## src/rtl/acc_pkg.sv

```systemverilog
// Shared constants and types for the accelerator offload adapter.
// Register-field positions in the offered instruction plus the debug stall-cause encoding.
package acc_pkg;

    localparam int unsigned REG_IDX_W = 5;
    localparam int unsigned RD_LSB    = 7;
    localparam int unsigned RS1_LSB   = 15;
    localparam int unsigned RS2_LSB   = 20;
    localparam int unsigned RS3_LSB   = 27;

    typedef enum logic [2:0] {
        STALL_NONE,
        STALL_RS_INVALID,
        STALL_RAW,
        STALL_WAW,
        STALL_FULL,
        STALL_OUTST
    } acc_offl_stall_e;

    function automatic int unsigned rs_lsb(input int unsigned j);
        case (j)
            0:       return RS1_LSB;
            1:       return RS2_LSB;
            default: return RS3_LSB;
        endcase
    endfunction

endpackage

```

## src/rtl/acc_rd_scoreboard.sv

```systemverilog
// Destination-register scoreboard: one pending bit per architectural register
// plus a count of in-flight writeback offloads.
module acc_rd_scoreboard
    import acc_pkg::*;
#(
    parameter int unsigned MaxOutstanding = 4
) (
    input  logic                 clk_i,
    input  logic                 rst_i,
    input  logic                 set_i,
    input  logic [REG_IDX_W-1:0] set_idx_i,
    input  logic                 clr_i,
    input  logic [REG_IDX_W-1:0] clr_idx_i,
    output logic [31:0]          pending_o,
    output logic                 outst_full_o
);

    localparam int unsigned OW = $clog2(MaxOutstanding + 1);

    logic [31:0]   pending_q, pending_d;
    logic [OW-1:0] outst_q, outst_d;
    logic          set_hit, clr_hit;

    // A clear only counts if the id is actually in flight; stale ids are ignored.
    assign clr_hit = clr_i & pending_q[clr_idx_i];
    assign set_hit = set_i & (set_idx_i != '0);

    always_comb begin
        pending_d = pending_q;
        if (clr_hit) pending_d[clr_idx_i] = 1'b0;
        if (set_hit) pending_d[set_idx_i] = 1'b1;
        pending_d[0] = 1'b0;
        outst_d = outst_q + OW'(set_hit) - OW'(clr_hit);
    end

    always_ff @(posedge clk_i) begin
        if (rst_i) begin
            pending_q <= '0;
            outst_q   <= '0;
        end else begin
            pending_q <= pending_d;
            outst_q   <= outst_d;
        end
    end

    assign pending_o    = pending_q;
    assign outst_full_o = (outst_q == OW'(MaxOutstanding));

endmodule

```

## src/rtl/acc_offload_tracker.sv

```systemverilog
// Offload adapter: predecoder selection, hazard stalls against the rd scoreboard,
// a registered request ring buffer, and a pass-through response path.
module acc_offload_tracker
    import acc_pkg::*;
#(
    parameter int unsigned DataWidth      = 32,
    parameter int unsigned NumRs          = 3,
    parameter int unsigned NumRspTot      = 8,
    parameter int unsigned AddrWidth      = $clog2(NumRspTot),
    parameter int unsigned FifoDepth      = 2,
    parameter int unsigned MaxOutstanding = 4
) (
    input  logic                           clk_i,
    input  logic                           rst_i,
    input  logic [31:0]                    instr_i,
    input  logic [NumRs*DataWidth-1:0]     rs_i,
    input  logic [NumRs-1:0]               rs_valid_i,
    input  logic                           q_valid_i,
    output logic                           q_ready_o,
    output logic                           accept_o,
    output logic                           writeback_o,
    input  logic [NumRspTot-1:0]           offload_accept_i,
    input  logic [NumRspTot*NumRs-1:0]     use_rs_i,
    input  logic [NumRspTot-1:0]           pd_writeback_i,
    output logic                           acc_q_valid_o,
    input  logic                           acc_q_ready_i,
    output logic [AddrWidth-1:0]           acc_q_addr_o,
    output logic [31:0]                    acc_q_op_o,
    output logic [NumRs*DataWidth-1:0]     acc_q_arg_o,
    output logic [4:0]                     acc_q_id_o,
    input  logic                           acc_p_valid_i,
    output logic                           acc_p_ready_o,
    input  logic [4:0]                     acc_p_id_i,
    input  logic [DataWidth-1:0]           acc_p_data_i,
    input  logic                           acc_p_error_i,
    output logic                           p_valid_o,
    input  logic                           p_ready_i,
    output logic [4:0]                     p_id_o,
    output logic [DataWidth-1:0]           p_data_o,
    output logic                           p_error_o,
    output logic                           multi_accept_err_o
);

    localparam int unsigned PtrW = (FifoDepth > 1) ? $clog2(FifoDepth) : 1;
    localparam int unsigned CntW = $clog2(FifoDepth + 1);

    typedef struct packed {
        logic [AddrWidth-1:0]       addr;
        logic [31:0]                op;
        logic [NumRs*DataWidth-1:0] args;
        logic [4:0]                 id;
    } req_t;

    logic [AddrWidth-1:0] sel;
    logic [NumRs-1:0]     use_rs;
    logic [4:0]           rd;
    logic [31:0]          pending;
    logic                 outst_full;
    logic                 rs_invalid, raw_hit, waw_hit, fifo_full;
    acc_offl_stall_e      stall_cause;
    logic                 push, pop;
    logic                 multi_err_q, multi_err_d;

    req_t                 mem_q [FifoDepth];
    logic [PtrW-1:0]      wr_ptr_q, wr_ptr_d, rd_ptr_q, rd_ptr_d;
    logic [CntW-1:0]      count_q, count_d;

    // Lowest-index claim wins when several predecoders fire.
    always_comb begin
        sel = '0;
        for (int i = NumRspTot - 1; i >= 0; i--) begin
            if (offload_accept_i[i]) sel = AddrWidth'(i);
        end
    end

    assign accept_o    = |offload_accept_i;
    assign writeback_o = accept_o & pd_writeback_i[sel];
    assign use_rs      = use_rs_i[sel*NumRs +: NumRs];
    assign rd          = instr_i[RD_LSB +: REG_IDX_W];
    assign fifo_full   = (count_q == CntW'(FifoDepth));

    always_comb begin
        rs_invalid = 1'b0;
        raw_hit    = 1'b0;
        for (int j = 0; j < NumRs; j++) begin
            if (use_rs[j] && !rs_valid_i[j]) rs_invalid = 1'b1;
            if (use_rs[j] && pending[instr_i[rs_lsb(j) +: REG_IDX_W]]) raw_hit = 1'b1;
        end
        waw_hit = writeback_o & pending[rd];

        stall_cause = STALL_NONE;
        if (rs_invalid)                                  stall_cause = STALL_RS_INVALID;
        else if (raw_hit)                                stall_cause = STALL_RAW;
        else if (waw_hit)                                stall_cause = STALL_WAW;
        else if (fifo_full)                              stall_cause = STALL_FULL;
        else if (writeback_o && rd != '0 && outst_full)  stall_cause = STALL_OUTST;
    end

    assign q_ready_o = !accept_o || (stall_cause == STALL_NONE);
    assign push      = q_valid_i & q_ready_o & accept_o;
    assign pop       = acc_q_valid_o & acc_q_ready_i;

    acc_rd_scoreboard #(
        .MaxOutstanding(MaxOutstanding)
    ) u_scoreboard (
        .clk_i       (clk_i),
        .rst_i       (rst_i),
        .set_i       (push & writeback_o),
        .set_idx_i   (rd),
        .clr_i       (acc_p_valid_i & p_ready_i),
        .clr_idx_i   (acc_p_id_i),
        .pending_o   (pending),
        .outst_full_o(outst_full)
    );

    always_comb begin
        wr_ptr_d = wr_ptr_q;
        rd_ptr_d = rd_ptr_q;
        if (push) wr_ptr_d = (wr_ptr_q == PtrW'(FifoDepth - 1)) ? '0 : wr_ptr_q + 1'b1;
        if (pop)  rd_ptr_d = (rd_ptr_q == PtrW'(FifoDepth - 1)) ? '0 : rd_ptr_q + 1'b1;
        count_d     = count_q + CntW'(push) - CntW'(pop);
        multi_err_d = multi_err_q | (q_valid_i & ($countones(offload_accept_i) > 1));
    end

    always_ff @(posedge clk_i) begin
        if (rst_i) begin
            wr_ptr_q    <= '0;
            rd_ptr_q    <= '0;
            count_q     <= '0;
            multi_err_q <= 1'b0;
        end else begin
            wr_ptr_q    <= wr_ptr_d;
            rd_ptr_q    <= rd_ptr_d;
            count_q     <= count_d;
            multi_err_q <= multi_err_d;
        end
    end

    // Storage needs no reset; the empty flag masks stale contents on the outputs.
    always_ff @(posedge clk_i) begin
        if (push) mem_q[wr_ptr_q] <= '{addr: sel, op: instr_i, args: rs_i, id: rd};
    end

    assign acc_q_valid_o      = (count_q != '0);
    assign acc_q_addr_o       = acc_q_valid_o ? mem_q[rd_ptr_q].addr : '0;
    assign acc_q_op_o         = acc_q_valid_o ? mem_q[rd_ptr_q].op   : '0;
    assign acc_q_arg_o        = acc_q_valid_o ? mem_q[rd_ptr_q].args : '0;
    assign acc_q_id_o         = acc_q_valid_o ? mem_q[rd_ptr_q].id   : '0;
    assign multi_accept_err_o = multi_err_q;

    assign p_valid_o     = acc_p_valid_i;
    assign acc_p_ready_o = p_ready_i;
    assign p_id_o        = acc_p_id_i;
    assign p_data_o      = acc_p_data_i;
    assign p_error_o     = acc_p_error_i;

endmodule

```

## config.mk

```make
export PLATFORM = sky130hd
export DESIGN_NAME = acc_offload_tracker
export DESIGN_NICKNAME = d
export VERILOG_FILES = /design/src/rtl/acc_pkg.sv /design/src/rtl/acc_rd_scoreboard.sv /design/src/rtl/acc_offload_tracker.sv
export SDC_FILE = /design/constraint.sdc
export NUM_CORES = 1
export LEC_CHECK = 0
export ABC_AREA = 0
export ABC_CLOCK_PERIOD_IN_PS = 24700
export CAP_MARGIN = 20
export CORE_MARGIN = 8
export CORE_UTILIZATION = 35
export CTS_BUF_LIST = sky130_fd_sc_hd__clkbuf_8
export CTS_CLUSTER_SIZE = 8
export DETAILED_ROUTE_END_ITERATION = 10
export PLACE_DENSITY_LB_ADDON = 0.3
export SYNTH_ARGS = -nofsm -noshare
export SYNTH_HDL_FRONTEND = slang
export SYNTH_SLANG_ARGS = --single-unit
```

## constraint.sdc

```tcl
create_clock -name clk_i -period 24.7 [get_ports clk_i]
set_clock_uncertainty 0.05 [all_clocks]
set_input_delay 4.94 -clock clk_i [delete_from_list [all_inputs] [get_ports clk_i]]
set_output_delay 4.94 -clock clk_i [all_outputs]
set_load 0.01 [all_outputs]
```

======== Yosys cells after proc, flatten, opt, wreduce, memory -nomap -nowiden ========
Memory sizes are Yosys's and may differ from the RTL's. A register that Yosys moved wholly into a read port is not among the register bits.
Index checks and enable logic that the tools add are counted.
cells by class
  $add $sub $neg .......................... 13
  multipliers ............................. 1
  div/mod/pow operators ................... 0
  order comparisons ....................... 9
  equal/unequal tests ..................... 2
  shifts and indexed selects .............. 1
  muxes and demuxes ....................... 47
  bitwise operators ....................... 14
  reduce and logical (&&, ||, !) cells .... 19
operators by type and width
  operator             count
  $mux 32              3
  $mux 96              1
  $mux 3               14
  $and 32x32->32       1
  $not 32->32          1
  $or 32x32->32        1
  $lt 5x6->1 const B   5
  $bmux 1 s5           5
  $shiftx 24x6->3      1
  $mux 1               20
  $and 1x1->1          10
  $demux 1 s5          2
  $ge 5x1->1 const B   2
  $logic_and 1x1->1    10
  $add 1x1->2          4
  $reduce_or 8->1      1
  $add 2x2->3          2
  $mul 3x2->5 const B  1
  $mux 5               1
  $reduce_bool 5->1    1
  $add 3x3->4          1
  $gt 4x1->1 const B   1
  $logic_not 1->1      4
  $lt 3x4->1 const B   1
  other kinds (12)     13
storage, ports and cells
  flip-flop bits (word level) ............. 40
  latch bits .............................. 0
  bits in writable memories ............... 272
  ROM bits ................................ 0
  output and inout port bits .............. 181
  memories ................................ 1
memory list
  memory  words  width  read ports  clocked after memory_dff  wr ports  line                       source
  mem_q   2      136    1           1                         1         acc_offload_tracker.sv:64  req_t mem_q [FifoDepth];

======== Longest topological paths before layout ========
  word-level depth ........................ 26
  mapped depth ............................ 15
  depth with buffers taken out ............ 14

======== By module ========
Synthesis repeated with hierarchy kept, for this count alone.
unflattened totals
  cells, all modules ...................... 1077
  area, all modules ....................... 14396.3 um^2
by module, submodules not included
  module               instances  cells an instance  area an instance (um^2)
  acc_offload_tracker  1          837                12338.1
  acc_rd_scoreboard    1          240                2058.2

======== Least setup slack after synthesis ========
No wires, ideal clock.
  kind .................................... input-to-reg
  start ................................... input port instr_i[17]
  end ..................................... memory mem_q[0][100] (netlist bit), enable pin
  library setup time ...................... 623 ps
  arrival time ............................ 12067 ps
  data required time ...................... 24027 ps
  path slack .............................. 11959 ps
  stages .................................. 8
  cells stage by stage .................... clkbuf_1 -> mux4_2 -> o2111ai_1 -> o2111ai_1 -> a22o_1 -> a41oi_2 -> nand4_1 -> nor2_1
between the ends
  cells in the longest elaborated chain, start to end .. 14
ends and longest elaborated chain
  element                       line                        source
  from (decl)                   acc_offload_tracker.sv:15   input logic [31:0] instr_i,
  $bmux 1 s5                    acc_offload_tracker.sv:87   if (use_rs[j] && pending[instr_i[rs_lsb(j) +: REG_IDX_W]]) raw_hit = 1'b1;
  $mux 1 (implied by the code)  acc_offload_tracker.sv:87
  $logic_and 1x1->1             acc_offload_tracker.sv:87
  $mux 1 (3 in a row)           acc_offload_tracker.sv:87
  $mux 3                        acc_offload_tracker.sv:93   else if (raw_hit) stall_cause = STALL_RAW;
  $mux 3                        acc_offload_tracker.sv:92   if (rs_invalid) stall_cause = STALL_RS_INVALID;
  $logic_not 3->1               acc_offload_tracker.sv:99   assign q_ready_o = !accept_o || (stall_cause == STALL_NONE);
  $logic_or 1x1->1              acc_offload_tracker.sv:99
  $and 1x1->1 (2 in a row)      acc_offload_tracker.sv:100  assign push = q_valid_i & q_ready_o & accept_o;
  $mux 1                        acc_offload_tracker.sv:141  if (push) mem_q[wr_ptr_q] <= '{addr: sel, op: instr_i, args: rs_i, id: rd};
  $mux 1 (implied by the code)  acc_offload_tracker.sv:141
  to (decl)                     acc_offload_tracker.sv:64
Every way passes these cells. The select of a mux whose other input is x is not followed.

======== Worst setup path after layout ========
  start ................................... input port instr_i[16]
  end ..................................... output port q_ready_o
between the ends
  cells in the longest elaborated chain, start to end .. 10
ends and longest elaborated chain
  element                       line                       source
  $bmux 1 s5                    acc_offload_tracker.sv:87
  $mux 1 (implied by the code)  acc_offload_tracker.sv:87
  $logic_and 1x1->1             acc_offload_tracker.sv:87
  $mux 1 (3 in a row)           acc_offload_tracker.sv:87
  $mux 3                        acc_offload_tracker.sv:93
  $mux 3                        acc_offload_tracker.sv:92
  $logic_not 3->1               acc_offload_tracker.sv:99
  $logic_or 1x1->1              acc_offload_tracker.sv:99
  to (decl)                     acc_offload_tracker.sv:19  output logic q_ready_o,
Every way passes these cells. The select of a mux whose other input is x is not followed.

==> out/summary.txt <==
Status - finished, final reports clean
Async SR Flop Fraction - 0%
DIE AREA - 46800 µm²
WL final - 41.8 mm
Crit share post-route - 53.7%
Post-synth top area share - 55.9%
Yosys warns - 0
Critical Path End Type - output pin
Synth top area cells - edfxtp_1, mux2i_1, dfxtp_1
P per Cell Area - 79.0 nW/µm²
CTS Hold Bufs - 0
Drt pass-1 iters - 4
Cells after Synth - 1073
# resized after CTS - 0
Syn avg cell area - 13.1 µm²
Main synth FF type - edfxtp_1
Post-synthesis cell type count - 67
Dpl hpwl - 29.0 mm
H-tree levels - 2
Layout Nets - 1588
Average wire per standard cell - 21.7 µm
Final Setup Violations - 0
Kind of critical path - in2out
Synth Register Bits - 302
Post-placement cell area - 17500 µm²
DR vias - 9804
Syn Std Cell Area - 14100 µm²
Design Power - 1.46 mW
Number of synthesized flops with an enable pin - 262
DRC violation count after routing - 0
Vias in the first global route - 9938
Number of antenna violations at the first check in global routing - 3
Synth area leader - edfxtp_1
Vias per cell - 5.08
Max IR drop VDD - 33.9 µV
Placed insts - 1830
RSZ-0062 raised after global routing - no
Finished layout cell area - 18500 µm²
Cell Rows - 73
Req. time, crit path - 19710 ps
Worst-Margin Slew - 1100 ps
Critical Path AT - 8280 ps
Setup Buffers After CTS - 0
Core ar. - 39700 µm²
Grt total ovfl - 0
Peak Freq - 75.3 MHz
Clock sinks - 302
Clock Latency Late Sink - 610 ps
Min setup slack post-route - 11430 ps
Post-layout min period - 13270 ps
Num CTS Buffers - 53
Clk slew on worst S/H paths - 50 ps
Worst relative slew slack - 26.7%
Largest net degree at the start of global routing - 70
Seq/Total Area, Yosys - 61.6%
Startpoint types - input port
Max cap viols - 0
Die height - 216 µm
Port-buffer cells - 329
Antenna Nets Post-Route - 0
Pleak - 6.17 nW
Net Count, Synth - 1301
Gpl congestion - 0.916
Area grow syn2layout - 31.3%
Critical path fanouts, max - 13
Final Core Density - 46.5%
Clock Tree Buf Depth - 3
DP Worst Slack - 11420 ps
Initial core utilization - 35.4%
Finished Layout Cells - 1929
First DRT Iteration DRCs - 655
I/O pin count - 396
Worst min-delay path category - reg2reg
Slew Limit Fails - 0
Worst hold slack - 447 ps
Final Hold Vio Count - 0
Tot GR Track Use - 17.0%
CTS tree - yes
Root Buffer - clkbuf_8
Total negative slack - 0 ps
Share of layout cells above drive strength 1 - 8.48%
Global-route wire length before repair - 62.0 mm
Die width - 216 µm
-- registers in the layout, summed over array words and instances (netlist names), named ones only --
register / count
multi_accept_err_o: 1
count_q: 2
wr_ptr_q: 1
u_scoreboard.pending_o: 31
mem_q: 262
u_scoreboard.outst_q: 3
rd_ptr_q: 1
-- power by group --
group / internal (mW) / switching, mW / total [mW]
Clock: 0.214 / 0.203 / 0.418
Combinational: 0.217 / 0.226 / 0.443
Sequential: 0.586 / 0.0118 / 0.597
Total: 1.02 / 0.442 / 1.46
-- area by class of cell --
type / instances / area, µm²
antenna: 1 / 2.50
clock buffer: 54 / 743
clock inverter: 44 / 215
fill: 3639 / 21300
inverter: 34 / 128
multi-input combinational: 631 / 4690
sequential: 302 / 8670
tap: 525 / 657
timing repair buffer: 338 / 3360
-- per-layer routing --
| metal | track usage (%) | routed length [µm] | part of all wire [%] | up-vias |
|---|---|---|---|---|
| li1 | - | - | - | 4516 |
| met1 | 21.8 | 17600 | 42 | 4760 |
| met2 | 27.3 | 19700 | 47 | 458 |
| met3 | 5.11 | 3550 | 8.5 | 64 |
| met4 | 5.73 | 975 | 2.3 | 6 |
| met5 | 0 | 38 | 0.091 | - |
-- logic make-up after synthesis --
group,count (synthesis),share of synthesized area [%]
AOI/OAI and AO/OA,120,5.94
muxes,184,15.5
adders and majority gates,13,1.42
xor gates and xnor gates,5,0.311
and+or+nand+nor,309,10.0
buffers and inverters,140,5.19
DFF,302,61.6
-- worst max-delay path, stage by stage --
cell and delay (ps):
clkdlybuf4s50_1 840, mux4_2 570, nand2b_1 150, a31oi_1 180
o2111ai_1 260, a22o_1 310, a41oi_2 240, nand3_1 140
nand2_1 90, clkdlybuf4s50_1 550
-- cell usage after synthesis (3+ instances only) --
cell,number
and2_1,5
o31ai_1,6
dfxtp_1,40
a31oi_1,6
buf_2,7
nand2b_1,3
nor3_1,7
a22oi_1,9
buf_4,46
and4_1,3
a22o_1,3
mux4_2,26
nand2_1,64
edfxtp_1,262
buf_6,3
a21oi_1,15
and3_1,3
o2111ai_1,8
or3_1,4
a211oi_1,3
nand3b_1,4
and3b_1,5
xnor2_1,3
o21ai_0,24
nor2_1,158
clkbuf_1,36
fa_1,5
inv_1,33
mux2i_1,152
nor2b_1,12
ha_1,8
nand3_1,25
o22ai_1,4
o221ai_1,5
o211ai_1,9
nor3b_2,3
mux2_2,4
buf_1,14
o21bai_1,9
nor3b_1,3
-- layout by cell type, fill, tap and decap left out, drive strengths merged, types with 12 or more instances in the layout --
cell           count
clkbuf            54
nand2             64
clkdlybuf4s50    329
mux2i            152
nor2b             12
inv               58
edfxtp           262
dfxtp             40
o21ai             26
mux4              26
nand3             25
nor2             158
a21oi             16
clkinv            18
-- final timing paths --
kind | from | to | slack [ps] | cells past startpoint
setup / recovery | instr_i[16] | q_ready_o | 11430 | 10
hold / removal | multi_accept_err_o | multi_accept_err_o | 450 | 2
setup reg to reg | u_scoreboard.pending_o[10] | mem_q[0][110] | 19540 | 10
hold reg to reg | multi_accept_err_o | multi_accept_err_o | 450 | 2
Power figures use the tool's default switching activity.
